## config.mk

```make
export PLATFORM = sky130hd
export DESIGN_NAME = axis_packet_aggregator_flat
export DESIGN_NICKNAME = d
export VERILOG_FILES = /design/src/rtl/axis_agg_if.sv /design/src/rtl/axis_packet_aggregator.sv /design/src/flat_wrapper.sv
export SDC_FILE = /design/constraint.sdc
export NUM_CORES = 1
export LEC_CHECK = 0
export BUFFER_PORTS_ARGS = -buffer_cell sky130_fd_sc_hd__buf_4
export CAP_MARGIN = 20
export CORE_UTILIZATION = 55
export DETAILED_ROUTE_END_ITERATION = 6
export PLACE_DENSITY = 0.8
export SLEW_MARGIN = 30
export SYNTH_ARGS = -nofsm -noshare
export SYNTH_HDL_FRONTEND = slang
export SYNTH_SLANG_ARGS = --single-unit
```

## constraint.sdc

```tcl
create_clock -name aclk -period 4.4 [get_ports aclk]
set_input_delay 0.44 -clock aclk [delete_from_list [all_inputs] [get_ports aclk]]
set_output_delay 0.44 -clock aclk [all_outputs]
set_load 0.05 [all_outputs]
```

## src/rtl/axis_agg_if.sv

```systemverilog
// ============================================================================
// Module      : axis_agg_if
// Description : AXI-Stream handshake bundle used by axis_packet_aggregator.
//               tuser is present only when AGG_TUSER_SOF_EN is defined.
// Revision    : 1.0 - initial release
// ============================================================================
`default_nettype none

interface axis_agg_if #(
    parameter int DATA_W = 32
) ();
    logic [DATA_W-1:0] tdata;
    logic              tvalid;
    logic              tlast;
    logic              tready;
`ifdef AGG_TUSER_SOF_EN
    logic              tuser;

    modport master (output tdata, output tvalid, output tlast, output tuser, input tready);
    modport slave  (input tdata, input tvalid, input tlast, input tuser, output tready);
`else
    modport master (output tdata, output tvalid, output tlast, input tready);
    modport slave  (input tdata, input tvalid, input tlast, output tready);
`endif
endinterface

`default_nettype wire

```

## src/rtl/axis_packet_aggregator.sv

```systemverilog
// ============================================================================
// Module      : axis_packet_aggregator
// Description : Merges N input packets into one output frame by suppressing
//               tlast on all but the Nth packet; flush request, frame counter
//               and a two-entry skid output stage. Optional start-of-frame
//               tuser marker enabled by defining AGG_TUSER_SOF_EN.
// Revision    : 1.0 - initial release
// ============================================================================
`default_nettype none

module axis_packet_aggregator #(
    parameter int DATA_W = 32,
    parameter int CNT_W  = 16
) (
    input  wire logic             aclk,
    input  wire logic             rst,
    input  wire logic [CNT_W-1:0] packets_per_frame,
    input  wire logic             flush,
    axis_agg_if.slave             s_axis,
    axis_agg_if.master            m_axis,
    output logic [31:0]           frame_count,
    output logic                  busy
);

`ifdef AGG_TUSER_SOF_EN
    localparam int c_USER_W = 1;
`else
    localparam int c_USER_W = 0;
`endif
    // Payload layout: {[tuser], tlast, tdata}
    localparam int               c_PAY_W = DATA_W + 1 + c_USER_W;
    localparam logic [CNT_W-1:0] c_ONE   = CNT_W'(1);

    logic [CNT_W-1:0]   r_ppf;
    logic [CNT_W-1:0]   r_pkt_cnt;
    logic               r_flush_pending;
    logic               r_s_ready;
    logic               r_main_valid;
    logic [c_PAY_W-1:0] r_main_pay;
    logic               r_skid_valid;
    logic [c_PAY_W-1:0] r_skid_pay;
    logic [31:0]        r_frame_count;
`ifdef AGG_TUSER_SOF_EN
    logic               r_sof;
`endif

    logic [CNT_W-1:0]   w_ppf_in;
    logic               w_accept;
    logic               w_accept_last;
    logic               w_close;
    logic               w_m_hs;
    logic [c_PAY_W-1:0] w_in_pay;

    logic [CNT_W-1:0]   w_ppf_n;
    logic [CNT_W-1:0]   w_pkt_cnt_n;
    logic               w_flush_pending_n;
    logic               w_main_valid_n;
    logic [c_PAY_W-1:0] w_main_pay_n;
    logic               w_skid_valid_n;
    logic [c_PAY_W-1:0] w_skid_pay_n;
    logic [31:0]        w_frame_count_n;

    always_comb begin
        w_ppf_in      = (packets_per_frame == '0) ? c_ONE : packets_per_frame;
        w_accept      = s_axis.tvalid & r_s_ready;
        w_accept_last = w_accept & s_axis.tlast;
        w_close       = w_accept_last &
                        ((r_pkt_cnt == (r_ppf - c_ONE)) | r_flush_pending | flush);
        w_m_hs        = r_main_valid & m_axis.tready;
`ifdef AGG_TUSER_SOF_EN
        w_in_pay      = {r_sof, w_close, s_axis.tdata};
`else
        w_in_pay      = {w_close, s_axis.tdata};
`endif
    end

    // Packet/frame bookkeeping: only accepted tlast beats move the count
    always_comb begin
        w_ppf_n           = r_ppf;
        w_pkt_cnt_n       = r_pkt_cnt;
        w_flush_pending_n = r_flush_pending;
        w_frame_count_n   = r_frame_count;

        if (w_accept_last) begin
            if (w_close) begin
                w_pkt_cnt_n       = '0;
                w_flush_pending_n = 1'b0;
                w_ppf_n           = w_ppf_in;
            end else begin
                w_pkt_cnt_n       = r_pkt_cnt + c_ONE;
            end
        end else if (flush) begin
            w_flush_pending_n = 1'b1;
        end

        if (w_m_hs && r_main_pay[DATA_W]) begin
            w_frame_count_n = r_frame_count + 32'd1;
        end
    end

    // Output register slice; input is stalled only while skid holds a beat
    always_comb begin
        w_main_valid_n = r_main_valid;
        w_main_pay_n   = r_main_pay;
        w_skid_valid_n = r_skid_valid;
        w_skid_pay_n   = r_skid_pay;

        if (w_accept) begin
            if (!r_main_valid || w_m_hs) begin
                w_main_valid_n = 1'b1;
                w_main_pay_n   = w_in_pay;
            end else begin
                w_skid_valid_n = 1'b1;
                w_skid_pay_n   = w_in_pay;
            end
        end else if (w_m_hs) begin
            if (r_skid_valid) begin
                w_main_pay_n   = r_skid_pay;
                w_skid_valid_n = 1'b0;
            end else begin
                w_main_valid_n = 1'b0;
            end
        end
    end

    always_ff @(posedge aclk) begin
        if (!rst) begin
            r_ppf           <= w_ppf_in;
            r_pkt_cnt       <= '0;
            r_flush_pending <= 1'b0;
            r_s_ready       <= 1'b0;
            r_main_valid    <= 1'b0;
            r_main_pay      <= '0;
            r_skid_valid    <= 1'b0;
            r_skid_pay      <= '0;
            r_frame_count   <= '0;
        end else begin
            r_ppf           <= w_ppf_n;
            r_pkt_cnt       <= w_pkt_cnt_n;
            r_flush_pending <= w_flush_pending_n;
            r_s_ready       <= !w_skid_valid_n;
            r_main_valid    <= w_main_valid_n;
            r_main_pay      <= w_main_pay_n;
            r_skid_valid    <= w_skid_valid_n;
            r_skid_pay      <= w_skid_pay_n;
            r_frame_count   <= w_frame_count_n;
        end
    end

`ifdef AGG_TUSER_SOF_EN
    // Set on reset and after every closing beat: the next beat opens a frame
    always_ff @(posedge aclk) begin
        if (!rst) begin
            r_sof <= 1'b1;
        end else if (w_accept) begin
            r_sof <= w_close;
        end
    end

    assign m_axis.tuser = r_main_pay[DATA_W+1];
`endif

    assign s_axis.tready = r_s_ready;
    assign m_axis.tvalid = r_main_valid;
    assign m_axis.tlast  = r_main_pay[DATA_W];
    assign m_axis.tdata  = r_main_pay[DATA_W-1:0];
    assign frame_count   = r_frame_count;
    assign busy          = (r_pkt_cnt != '0) | r_flush_pending | r_main_valid | r_skid_valid;

endmodule

`default_nettype wire
```

## src/flat_wrapper.sv

```systemverilog
// flat-port wrapper written by rule: the top's interface ports become plain ports
module axis_packet_aggregator_flat 
#(
    parameter int DATA_W = 32,
    parameter int CNT_W  = 16
)
  (aclk, rst, packets_per_frame, flush, frame_count, busy, s_axis_tdata, s_axis_tvalid, s_axis_tlast, s_axis_tready, m_axis_tdata, m_axis_tvalid, m_axis_tlast, m_axis_tready);
  axis_agg_if #(.DATA_W(DATA_W)) s_axis_i ();
  axis_agg_if #(.DATA_W(DATA_W)) m_axis_i ();
  input  wire logic aclk;
  input  wire logic rst;
  input  wire logic [CNT_W-1:0] packets_per_frame;
  input  wire logic flush;
  output logic [31:0] frame_count;
  output logic busy;
  input wire logic [$bits(s_axis_i.tdata)-1:0] s_axis_tdata;
  input wire logic [$bits(s_axis_i.tvalid)-1:0] s_axis_tvalid;
  input wire logic [$bits(s_axis_i.tlast)-1:0] s_axis_tlast;
  output wire logic [$bits(s_axis_i.tready)-1:0] s_axis_tready;
  output wire logic [$bits(m_axis_i.tdata)-1:0] m_axis_tdata;
  output wire logic [$bits(m_axis_i.tvalid)-1:0] m_axis_tvalid;
  output wire logic [$bits(m_axis_i.tlast)-1:0] m_axis_tlast;
  input wire logic [$bits(m_axis_i.tready)-1:0] m_axis_tready;
  assign s_axis_i.tdata = s_axis_tdata;
  assign s_axis_i.tvalid = s_axis_tvalid;
  assign s_axis_i.tlast = s_axis_tlast;
  assign s_axis_tready = s_axis_i.tready;
  assign m_axis_tdata = m_axis_i.tdata;
  assign m_axis_tvalid = m_axis_i.tvalid;
  assign m_axis_tlast = m_axis_i.tlast;
  assign m_axis_i.tready = m_axis_tready;
  axis_packet_aggregator #(.DATA_W(DATA_W), .CNT_W(CNT_W)) u_core (.aclk(aclk), .rst(rst), .packets_per_frame(packets_per_frame), .flush(flush), .s_axis(s_axis_i), .m_axis(m_axis_i), .frame_count(frame_count), .busy(busy));
endmodule
```

==> flow_metrics.env <==
export IMPL_status="finished clean"
export IMPL_rsz0062_at_grt="false"
export IMPL_grt_pass1_vias=5232
export IMPL_dieArea_sq_um=11800
export IMPL_drc_errors=0
export IMPL_leakagePower_nw=3.30
export IMPL_maxCapViolations=0
export IMPL_die_y_microns=109
export IMPL_p_sw_w=0.000743
export IMPL_synth_edf_count=16
export IMPL_cts_resized=0
export IMPL_hold_depth=1
export IMPL_ctsHoldBuffers=0
export IMPL_grt_overflow=0
export IMPL_syn_cell_area_sq_um=6260
export IMPL_dp_cells=932
export IMPL_maxSlewHeadroom_pct=41.8
export IMPL_tritoncts="yes"
export IMPL_powerDensity_nw_per_um2=388
export IMPL_ys_types=52
export IMPL_clk_pin_slew_worst_paths_ns=0.06
export IMPL_numCtsBuffers=17
export IMPL_worst_slew_pin_slew_ns=0.869
export IMPL_drt_initial_drc_count=416
export IMPL_antenna_left=0
export IMPL_post_cts_buffers=0
export IMPL_fillerInstances=854
export IMPL_ys_seq_area_share_pct=45.4
export IMPL_clock_latency_ns=0.42
export IMPL_fin_setup_tns_ns=0
export IMPL_num_rows=38
export IMPL_power_internal_w=0.00227
export IMPL_io_buffers=121
export IMPL_antenna_found_initial=0
export IMPL_io_pins=122
export IMPL_place_congestion=0.796
export IMPL_dr_pass1_iters=5
export IMPL_root_buffer="clkbuf_16"
export IMPL_layout_min_cycle_time_ns=3.68
export IMPL_ys_ff_latch=134
export IMPL_final_util_pct=70.8
export IMPL_setup_violations=0
export IMPL_avgRoutedWirePerCell_microns=15.4
export IMPL_via_per_inst=5.60
export IMPL_fmax_ghz=0.272
export IMPL_critPathArrivalTime_ns=3.99
export IMPL_hold_slack_ns=0.201
export IMPL_pwr_share_seq_pct=43.2
export IMPL_drt_wl_total_mm=14.9
export IMPL_post_route_period_util_pct=83.6
export IMPL_place_hpwl_mm=9.82
export IMPL_slew_viol_final=0
export IMPL_areaGrowthSynthToFinish_pct=24.3
export IMPL_swShare_pct=24.6
export IMPL_nets=869
export IMPL_yosysWarnings=0
export IMPL_fin_skew_ns=0.00843
export IMPL_clkPwrFrac_pct=47.0
export IMPL_instances_no_fill=964
export IMPL_hold_viol=0
export IMPL_critPathLaunchType="flop"
export IMPL_hp_class="primary input to flop"
export IMPL_synthCells=723
export IMPL_total_power_w=0.00302
export IMPL_critical_path_class="flop to flop"
export IMPL_drive_gt1_share_pct=22.1
export IMPL_grt_max_degree=112
export IMPL_synthArstFlopShare_pct=0
export IMPL_antennaDiodeCount=0
export IMPL_crit_path_end_kind="flop"
export IMPL_start_util_pct=57.0
export IMPL_grt_use_total_pct=26.3
export IMPL_grt_first_pass_wirelength_mm=24.1
export IMPL_peakVddDrop_mv=0.306
export IMPL_combPwrFrac_pct=9.8
export IMPL_vias=5395
export IMPL_required_ns=4.71
export IMPL_cts_sinks=134
export IMPL_syn_area_per_cell_sq_um=8.65
export IMPL_cts_max_path_buffers=2
export IMPL_rr_worst_depth=11
export IMPL_critPathMaxFanout=27
export IMPL_die_w_microns=109
export IMPL_htreeDepth=4
export IMPL_synth_top_flop_cell="dfxtp_1"
export IMPL_postSynthNetCount=781
export IMPL_fp_coreArea_sq_um=11000
## power by group through the flow
stage / Sequential [W] / Combinational, W / Clock, W
4_1_cts: 0.00130 / 0.000296 / 0.00144
2_1_floorplan: 0.00139 / 0.000122 / 0
5_1_grt: 0.00131 / 0.000314 / 0.00149
6_report: 0.00130 / 0.000296 / 0.00142
3_5_place_dp: 0.00133 / 0.000294 / 0
3_3_place_gp: 0.00133 / 0.000289 / 0
## cells in the final DEF, fill, tap and decap left out, types with 2 or more instances in the layout
master     netlist  layout
nand2_1        168     167
buf_4            0     125
dfxtp_1        118     118
nand3_1         51      51
a21boi_0        41      41
xnor2_1         33      33
o211a_1         32      32
nor2_1          27      27
and2_1          23      22
xor2_1          22      22
clkbuf_16        0      19
edfxtp_1        16      16
o21ai_0         15      15
nand4_1         13      13
inv_1           10      10
and3_1          10      10
nor2_2           9       9
nor3_1           8       8
or3_1            7       7
nor4_1           7       7
nor2b_1          6       6
a21oi_1          5       4
nand3b_1         4       4
ha_1             4       4
clkinv_2         0       4
or2_2            3       3
o21a_1           3       3
or4_1            3       3
clkbuf_8         0       3
clkinv_4         0       3
o22ai_1          2       2
nor4b_1          2       2
and4_1           2       2
nand2b_1         2       2
## worst max-delay path, stage by stage, from the launching register on
cell,delay [ns]
edfxtp_1,0.46
inv_1,0.09
ha_1,0.26
or4b_1,0.63
nor3_1,0.24
xnor2_1,0.16
nand4_1,0.16
nor4_4,0.36
a311oi_4,0.18
o21ai_4,0.72
buf_4,0.28
nor2_2,0.05
## Yosys cell counts (3+ instances only)
cell	n	area (sq um)
xor2_1	22	193
o211a_1	32	320
nand2_1	168	631
a21oi_1	5	25.0
clkbuf_1	52	195
dfxtp_1	118	2360
ha_1	4	50.1
o21ai_0	15	75.1
buf_1	3	11.3
and3_1	10	62.6
nand4_1	13	81.3
nor2b_1	6	37.5
nor4_1	7	43.8
o21a_1	3	22.5
nor3_1	8	40.0
and2_1	23	144
nor2_2	9	56.3
nand3b_1	4	30.0
or3_1	7	43.8
nor2_1	27	101
a21boi_0	41	308
xnor2_1	33	289
inv_1	10	37.5
or2_2	3	18.8
edfxtp_1	16	480
nand3_1	51	255
or4_1	3	22.5
## final cells by class
class / instances / area [sq um] / area share (%)
repair buffers: 126 / 950 / 12.2
multi-input cells: 522 / 3160 / 40.7
clock inverters: 10 / 90.1 / 1.16
well taps: 140 / 175 / 2.25
inverters: 10 / 37.5 / 0.483
clock buffers: 22 / 517 / 6.65
flip-flops and latches: 134 / 2840 / 36.6
## path summary, 6_finish.rpt
| path | start | endpoint | slack [ns] |
|---|---|---|---|
| setup / recovery | u_core.r_ppf[0] | u_core.r_pkt_cnt[8] | 0.72 |
| hold / removal | packets_per_frame[9] | u_core.r_ppf[9] | 0.20 |
| setup reg to reg | u_core.r_ppf[0] | u_core.r_pkt_cnt[8] | 0.72 |
| hold reg to reg | u_core.r_skid_pay[32] | u_core.r_skid_pay[32] | 0.46 |
## cell families after synthesis
kind of cell / after synthesis / synth area share (%)
compound gates: 111 / 14.7
xor+xnor: 55 / 7.70
fa+ha+maj: 4 / 0.800
buf+inv: 67 / 4.26
flops: 134 / 45.4
mux: 1 / 0.160
simple gates: 351 / 27.0
## state kept, by name, summed over array words and instances (netlist names)
| name | count |
|---|---|
| u_core.r_main_pay | 33 |
| u_core.r_skid_pay | 33 |
| u_core.frame_count | 32 |
| u_core.r_pkt_cnt | 16 |
| u_core.r_ppf | 16 |
| u_core.m_axis.tvalid | 1 |
| u_core.r_flush_pending | 1 |
| u_core.r_skid_valid | 1 |
| u_core.s_axis.tready | 1 |
## routing by layer
metal | wire [microns] | vias up | global-route usage [%]
met5 | 0 | - | 0
li1 | - | 2637 | -
met3 | 857 | 31 | 6.69
met2 | 7230 | 164 | 43.9
met4 | 322 | 0 | 12.5
met1 | 6450 | 2563 | 31.5
## stage by stage
step / cell area (sq um) / setup slack (ns)
2_1_floorplan: 6260 / 1.38
3_3_place_gp: 7160 / 0.883
3_5_place_dp: 7160 / 0.740
4_1_cts: 7770 / 0.697
5_1_grt: 7770 / 0.514
6_report: 7770 / 0.720
(Power assumes the default switching activity.)
